**config.mk**
```make
export PLATFORM = sky130hd
export DESIGN_NAME = change_dispenser
export DESIGN_NICKNAME = d
export VERILOG_FILES = /design/src/rtl/change_dispenser.sv
export SDC_FILE = /design/constraint.sdc
export NUM_CORES = 1
export LEC_CHECK = 0
export CAP_MARGIN = 10
export CELL_PAD_IN_SITES_DETAIL_PLACEMENT = 0
export CELL_PAD_IN_SITES_GLOBAL_PLACEMENT = 1
export CORE_MARGIN = 2
export CORE_UTILIZATION = 42
export CTS_CLUSTER_SIZE = 12
export DETAILED_ROUTE_END_ITERATION = 8
export GPL_ROUTABILITY_DRIVEN = 0
export PLACE_DENSITY = 0.79
export SKIP_LAST_GASP = 1
export SYNTH_ARGS = -nofsm -noshare
export SYNTH_HDL_FRONTEND = slang
export SYNTH_SLANG_ARGS = --single-unit
export TNS_END_PERCENT = 1
```
**constraint.sdc**
```tcl
create_clock -name clk -period 2.76 [get_ports clk]
set_input_delay 0.552 -clock clk [delete_from_list [all_inputs] [get_ports clk]]
set_output_delay 0.552 -clock clk [all_outputs]
set_load 0.005 [all_outputs]
```
**src/rtl/change_dispenser.sv**
```systemverilog
// change_dispenser: greedy Rs5/Rs2/Rs1 change dispenser over a valid/ack hopper handshake with per-coin stock.
// Optional ack watchdog enabled by defining CHANGE_ACK_TIMEOUT_EN.
module change_dispenser #(
  parameter int AMT_W      = 8,
  parameter int CNT_W      = 6,
  parameter int STOCK_INIT = 20,
  parameter int TIMEOUT    = 255
) (
  input  logic             clk,
  input  logic             rst,
  input  logic             start,
  input  logic [AMT_W-1:0] amount,
  output logic             coin_req,
  output logic [2:0]       coin_code,
  input  logic             coin_ack,
  input  logic             refill,
  input  logic [2:0]       refill_code,
  input  logic [CNT_W-1:0] refill_cnt,
  output logic             busy,
  output logic             done,
  output logic             short_err,
  output logic             timeout_err,
  output logic [AMT_W-1:0] remaining
);
  typedef enum logic [1:0] {IDLE, SELECT, WAIT_ACK} state_t;
  state_t state, state_n;
  logic [CNT_W-1:0] stk5, stk2, stk1, stk5_n, stk2_n, stk1_n;
  logic [AMT_W-1:0] rem_n;
  logic [2:0] sel, code_n;
  logic req_n, done_n, short_n, to_n;
  function automatic logic [CNT_W-1:0] sat_add(input logic [CNT_W-1:0] a, input logic [CNT_W-1:0] b);
    logic [CNT_W:0] s;
    s = {1'b0, a} + {1'b0, b};
    return s[CNT_W] ? '1 : s[CNT_W-1:0];
  endfunction
  // coin codes equal their rupee value, so the code doubles as the amount to subtract
  assign sel = (remaining >= AMT_W'(5) && stk5 != '0) ? 3'b101 :
               (remaining >= AMT_W'(2) && stk2 != '0) ? 3'b010 :
               (remaining >= AMT_W'(1) && stk1 != '0) ? 3'b001 : 3'b000;
`ifdef CHANGE_ACK_TIMEOUT_EN
  localparam int TO_W = $clog2(TIMEOUT + 1);
  logic [TO_W-1:0] wd, wd_n;
`endif
  always_comb begin
    state_n = state;
    rem_n = remaining;
    stk5_n = stk5;
    stk2_n = stk2;
    stk1_n = stk1;
    req_n = coin_req;
    code_n = coin_code;
    done_n = 1'b0;
    short_n = 1'b0;
    to_n = 1'b0;
`ifdef CHANGE_ACK_TIMEOUT_EN
    wd_n = '0;
`endif
    case (state)
      IDLE: begin
        stk5_n = (refill && refill_code == 3'b101) ? sat_add(stk5, refill_cnt) : stk5;
        stk2_n = (refill && refill_code == 3'b010) ? sat_add(stk2, refill_cnt) : stk2;
        stk1_n = (refill && refill_code == 3'b001) ? sat_add(stk1, refill_cnt) : stk1;
        rem_n = start ? amount : remaining;
        state_n = start ? SELECT : IDLE;
      end
      SELECT: begin
        req_n = sel != 3'b000;
        code_n = sel;
        done_n = sel == 3'b000 && remaining == '0;
        short_n = sel == 3'b000 && remaining != '0;
        state_n = sel != 3'b000 ? WAIT_ACK : IDLE;
      end
      WAIT_ACK: begin
        if (coin_ack) begin
          req_n = 1'b0;
          code_n = 3'b000;
          rem_n = remaining - AMT_W'(coin_code);
          stk5_n = coin_code == 3'b101 ? stk5 - CNT_W'(1) : stk5;
          stk2_n = coin_code == 3'b010 ? stk2 - CNT_W'(1) : stk2;
          stk1_n = coin_code == 3'b001 ? stk1 - CNT_W'(1) : stk1;
          state_n = SELECT;
        end
`ifdef CHANGE_ACK_TIMEOUT_EN
        else begin
          wd_n = wd + TO_W'(1);
          to_n = wd_n == TO_W'(TIMEOUT);
          req_n = !to_n;
          code_n = to_n ? 3'b000 : coin_code;
          state_n = to_n ? IDLE : WAIT_ACK;
        end
`endif
      end
      default: state_n = IDLE;
    endcase
  end
  always_ff @(posedge clk or posedge rst) begin
    if (rst) begin
      state <= IDLE;
      remaining <= '0;
      stk5 <= CNT_W'(STOCK_INIT);
      stk2 <= CNT_W'(STOCK_INIT);
      stk1 <= CNT_W'(STOCK_INIT);
      coin_req <= 1'b0;
      coin_code <= 3'b000;
      busy <= 1'b0;
      done <= 1'b0;
      short_err <= 1'b0;
      timeout_err <= 1'b0;
    end else begin
      state <= state_n;
      remaining <= rem_n;
      stk5 <= stk5_n;
      stk2 <= stk2_n;
      stk1 <= stk1_n;
      coin_req <= req_n;
      coin_code <= code_n;
      busy <= state_n != IDLE;
      done <= done_n;
      short_err <= short_n;
      timeout_err <= to_n;
    end
  end
`ifdef CHANGE_ACK_TIMEOUT_EN
  always_ff @(posedge clk or posedge rst) begin
    if (rst) wd <= '0;
    else wd <= wd_n;
  end
`endif
endmodule

```
Word level (Yosys, flattened, before mapping)
Index checks and enable logic that the tools add are counted.
{ "totals": {"output_inout_bits": 16, "word_cells": 91, "register_bits": 35, "inputBits": 22} }
{ "classes": {"n_lt_le_gt_ge": 3, "addsub": 7, "muxes": 31, "n_reduce_logical": 24, "n_eq_ne": 16} }
{ "ops": {"columns": ["operator", "n"], "rows": [
  ["$mux W6", 12],
  ["$pmux W6 S2", 3],
  ["$add A6 B6 Y7", 3],
  ["$reduce_bool A6 Y1", 3],
  ["$sub A6 B1 Y6 const B", 3],
  ["$mux W8", 2],
  ["$ne A2 B2 Y1 const B", 8],
  ["$pmux W8 S2", 1],
  ["$reduce_and A4 Y1", 3],
  ["$ge A8 B1 Y1 const B", 1],
  ["$ge A8 B2 Y1 const B", 1],
  ["$ge A8 B3 Y1 const B", 1],
  ["$logic_and A1 B1 Y1", 8],
  ["$logic_not A8 Y1", 1],
  ["$reduce_bool A8 Y1", 1],
  ["$sub A8 B3 Y8", 1],
  ["$eq A3 B1 Y1 const B", 2],
  ["$eq A3 B2 Y1 const B", 2],
  ["$eq A3 B3 Y1 const B", 2],
  ["$mux W2", 3],
  ["$mux W3", 2],
  ["$pmux W2 S3", 1],
  ["$pmux W3 S2", 1],
  ["$reduce_bool A2 Y1", 3],
  ["9 further kinds", 13]
]} }

Logic depth before layout (Yosys ltp)
{ "depth": {"word_depth": 9, "mapped_depth": 8, "depth_no_buf": 8} }

Least setup slack after synthesis
No wires, ideal clock.
{ "synth_timing": {"path_type": "input port to flip-flop", "startpoint": "input port refill_cnt[0]", "endpoint": "register stk5[5]", "setup_time_ps": 99, "path_slack_ps": 637, "path_buffers": 0, "t_arrival_ps": 2024, "required_time_ps": 2661, "cell_stages": 8, "cell_sequence": "ha_1 > inv_1 > fa_1 > nand2b_1 > a21oi_1 > nor3b_1 > o211a_1 > a311oi_1"} }
{ "synth_between": {"elab_chain_len": 4} }
{ "synth_lines": {"columns": ["item", "line", "source"], "rows": [
  ["from (decl)", "18", "input logic [CNT_W-1:0] refill_cnt,"],
  ["$add A6 B6 Y7", "33", "s = {1'b0, a} + {1'b0, b};"],
  ["$mux W6", "34", "return s[CNT_W] ? '1 : s[CNT_W-1:0];"],
  ["$mux W6", "60", "stk5_n = (refill && refill_code == 3'b101) ? sat_add(stk5, refill_cnt) : stk5;"],
  ["$pmux W6 S2", "58", "case (state)"],
  ["to (signal assigned)", "100", "stk5 <= CNT_W'(STOCK_INIT);"],
  ["to (signal assigned)", "112", "stk5 <= stk5_n;"],
  ["to (decl)", "27", "logic [CNT_W-1:0] stk5, stk2, stk1, stk5_n, stk2_n, stk1_n;"]
]} }
No other way between the ends. The select of a mux whose other input is x is not followed.
A chain may end at the register's enable or synchronous reset.

Worst setup path in the final report
{ "layout_timing": {"startpoint": "input port refill_cnt[0]", "endpoint": "register stk1[2]"} }
{ "layout_between": {"elab_chain_len": 4} }
{ "layout_lines": {"columns": ["item", "line", "source"], "rows": [
  ["$add A6 B6 Y7", "33", null],
  ["$mux W6", "34", null],
  ["$mux W6", "62", "stk1_n = (refill && refill_code == 3'b001) ? sat_add(stk1, refill_cnt) : stk1;"],
  ["$pmux W6 S2", "58", null],
  ["to (signal assigned)", "102", "stk1 <= CNT_W'(STOCK_INIT);"],
  ["to (signal assigned)", "114", "stk1 <= stk1_n;"],
  ["to (decl)", "27", null]
]} }
No other way between the ends. The select of a mux whose other input is x is not followed.

==> key figures <==
Status
  • Outcome: finished, final reports clean

Worst setup path
  • Arrival time at the worst endpoint: 2590 ps
  • Worst setup path class: in -> reg
  • Critical R2R Launch: stk1[0]
  • Number of buffers and inverters on the critical path: 2
  • Critical path fanouts, max: 4
  • Worst setup path start: refill_cnt[0]
  • Cells along the critical path: clkdlybuf4s50_1 -> ha_1 -> inv_1 -> fa_1 -> nor2b_1 -> o2111ai_1 -> nand3_1 -> a311oi_1 -> o31ai_1
  • Largest stage delay on the critical path: 530 ps
  • Type of origin of the critical path: input port
  • Cell family with most CP delay: buffers and inverters
  • Required @ worst endpoint: 2950 ps
  • Critical-path top delay cell: clkdlybuf4s50_1
  • Endpoint kind of the worst setup timing path: flip-flop

Clock network
  • Clock root cell: clkbuf_8
  • Post-CTS Hold Buffers: 0
  • Number of buffers created by CTS: 5
  • H-tree levels: 2
  • Clk sinks: 35
  • Post-CTS sizing: 0
  • Clock transition at the register clock pins on the worst setup and hold paths after CTS: 70 ps
  • TritonCTS clock tree: yes
  • Insertion delay to the later sink of the worst-skew pair: 290 ps
  • Post-CTS setup buffers: 0
  • Number of buffers on the longest clock path: 2

Timing
  • Final Hold Viols: 0
  • Min Tclk post-route: 2394 ps
  • Final worst path period share: 86.75%
  • Final setup TNS: 0 ps
  • Total setup violations reported at the end of the flow: 0
  • Post-route setup slack: 365.7 ps
  • Worst slew margin relative to its limit: 58.62%
  • RSZ-0062 raised after global routing: false
  • Tightest Pin Transition: 615.9 ps
  • Maximum clock frequency: 0.4177 GHz
  • Layout Skew: 5.279 ps
  • Hold_ws: 536.4 ps
  • Slew Viols, Final: 0

Min path
  • Min-delay src: stk5[5]
  • Class of the most critical hold timing path: reg -> reg

Power
  • Static Leak: 1.517 nW
  • Ratio of total power to cell area: 1081 nW/um^2
  • IR Drop Worst-Case VDD: 0.0004167 V

Final layout
  • Non-filler instance count after layout: 501
  • Fraction of layout instances using a drive strength above 1: 9.204%
  • Final Cell Area: 3623 um^2
  • Count of antenna diodes in the layout: 0
  • Area overhead of the layout relative to synthesis: 19.23%
  • Number of nets in the finished design: 454

Logic synthesis
  • Ys flop type: dfrtp_1
  • Total number of yosys warnings: 0
  • Synthesized cell area: 3039 um^2
  • Share of async-settable or async-resettable flops after synthesis: 100.0%
  • Number of enable-type register cells in the synthesized netlist: 0
  • Yosys top cell by area: dfrtp_1
  • Most frequent cell after synthesis: nor2_1
  • Post-Synthesis Net Count: 412
  • Per-instance average area after synthesis: 8.466 um^2
  • Number of register bits inferred by synthesis: 35
  • Synthesized netlist cell count: 359
  • Top-area cell type share of the netlist area: 23.88%
  • Most area-consuming cells after synthesis: dfrtp_1 (24%), ha_1 (11%), dfstp_2 (5.2%)
  • Most instantiated cells after synthesis: nor2_1 (30), dfrtp_1 (29), o21ai_0 (28)
  • Yosys cell types: 66
  • Register area share after synthesis: 29.07%

Floorplan
  • Die Height: 89.07 um
  • Die outline width: 89.07 um
  • Number of placement rows: 31
  • Overall die area: 7933 um^2
  • Starting Density: 42.58%
  • IO Count: 38
  • Core Area: 7137 um^2

Place
  • Standard cell area after detailed placement: 3540 um^2
  • Post-DP HPWL: 6172 um
  • Placed Cells: 493
  • Placement Setup Slack: 50.59 ps
  • Number of buffers inserted by port buffering: 36

Routing
  • Post-detailed-route DRC marker count: 0
  • Final Routed Wirelength: 8145 um
  • Average wire per standard cell: 16.26 um
  • Number of nets with antenna violations after detailed routing: 0
  • Vias after detailed routing: 2921
  • Via/cell ratio: 5.830
  • Pre-antenna DRT Iters: 6
  • Violation count after the first detailed-routing iteration: 252

Global route
  • Global-route wire length before repair: 13610 um
  • Number of global-route vias before repair: 2769
  • Number of antenna violations at the first check in global routing: 0
  • Largest net degree at the start of global routing: 36
  • Total grt overflow: 0
  • Global routing usage summed across all routing layers: 21.97%

Run
  • Max-cap viol count: 0
-- where the power goes --
| group | internal, mW | total [mW] | switching [mW] |
|---|---|---|---|
| clock network | 0.173 | 0.375 | 0.202 |
| registers | 0.770 | 1.10 | 0.333 |
| logic | 1.11 | 2.44 | 1.33 |
-- final timing paths --
kind / end / slack [ps] / cells after the start
worst max-delay path: stk1[2] / 370 / 9
worst min-delay path: stk5[5] / 540 / 1
worst max register to register: stk1[2] / 700 / 8
worst min register to register: stk5[5] / 540 / 1
max in group asynchronous: stk1[2] / 1730 / 3
min in group asynchronous: short_err / 660 / 3
-- layer usage --
layer  GRT usage, %  routed length (um)  vias to the layer above
li1               -                   -                     1418
met1          31.46                3851                     1418
met3          2.770                 309                       12
met2          35.62                3890                       73
met4          5.020                  94                        0
met5              0                   0                        -
-- cell type report --
cell class | count | area, um^2
Fill cell | 707 | 3513
Clock inverter | 3 | 15.01
Multi-Input combinational cell | 287 | 1988
Inverter | 23 | 86.33
Clock buffer | 5 | 68.82
Sequential cell | 35 | 883.3
Timing Repair Buffer | 49 | 457.9
Tap cell | 99 | 123.9
-- cell families (layout without fill, tap and decap cells) --
kind of cell,Yosys count,after routing,share of synthesized area (%)
buffers and inverters,37,80,5.516
DFF,35,35,29.07
adders and majority gates,31,31,13.75
muxes,5,5,1.688
other,1,1,0.1234
xor gates and xnor gates,7,7,2.017
and+or+nand+nor,128,128,22.97
AOI/OAI and AO/OA,115,115,24.87
-- metrics by stage --
stage                     power, mW  util, %
final                         3.917    50.77
after CTS                     3.915    50.77
after floorplan               2.774        -
after detailed placement      3.520    49.60
after global routing          4.315    50.77
after global placement        3.482    49.60
-- flip-flops by register name, summed over array words and instances (netlist names) --
name	flops
remaining	8
stk1	6
stk2	6
stk5	6
coin_code	3
state	2
busy	1
coin_req	1
done	1
short_err	1
-- layout by cell type, fill, tap and decap left out, types with 5 or more instances in the layout --
| master | netlist | routed |
|---|---|---|
| o21ai_0 | 28 | 28 |
| o31ai_1 | 5 | 5 |
| a21oi_1 | 27 | 27 |
| clkdlybuf4s50_1 | 0 | 36 |
| clkbuf_8 | 0 | 5 |
| dfrtp_1 | 29 | 29 |
| dfstp_2 | 6 | 6 |
| nor3_1 | 13 | 13 |
| nor2b_1 | 12 | 12 |
| nand2b_1 | 8 | 8 |
| o221ai_1 | 5 | 5 |
| nor2_1 | 30 | 30 |
| o22ai_1 | 6 | 6 |
| inv_1 | 23 | 23 |
| nand3_1 | 11 | 11 |
| nand2_1 | 21 | 21 |
| nor4_1 | 5 | 5 |
| buf_4 | 4 | 13 |
| ha_1 | 27 | 27 |
| a31oi_1 | 11 | 11 |
(Power assumes the default switching activity.)
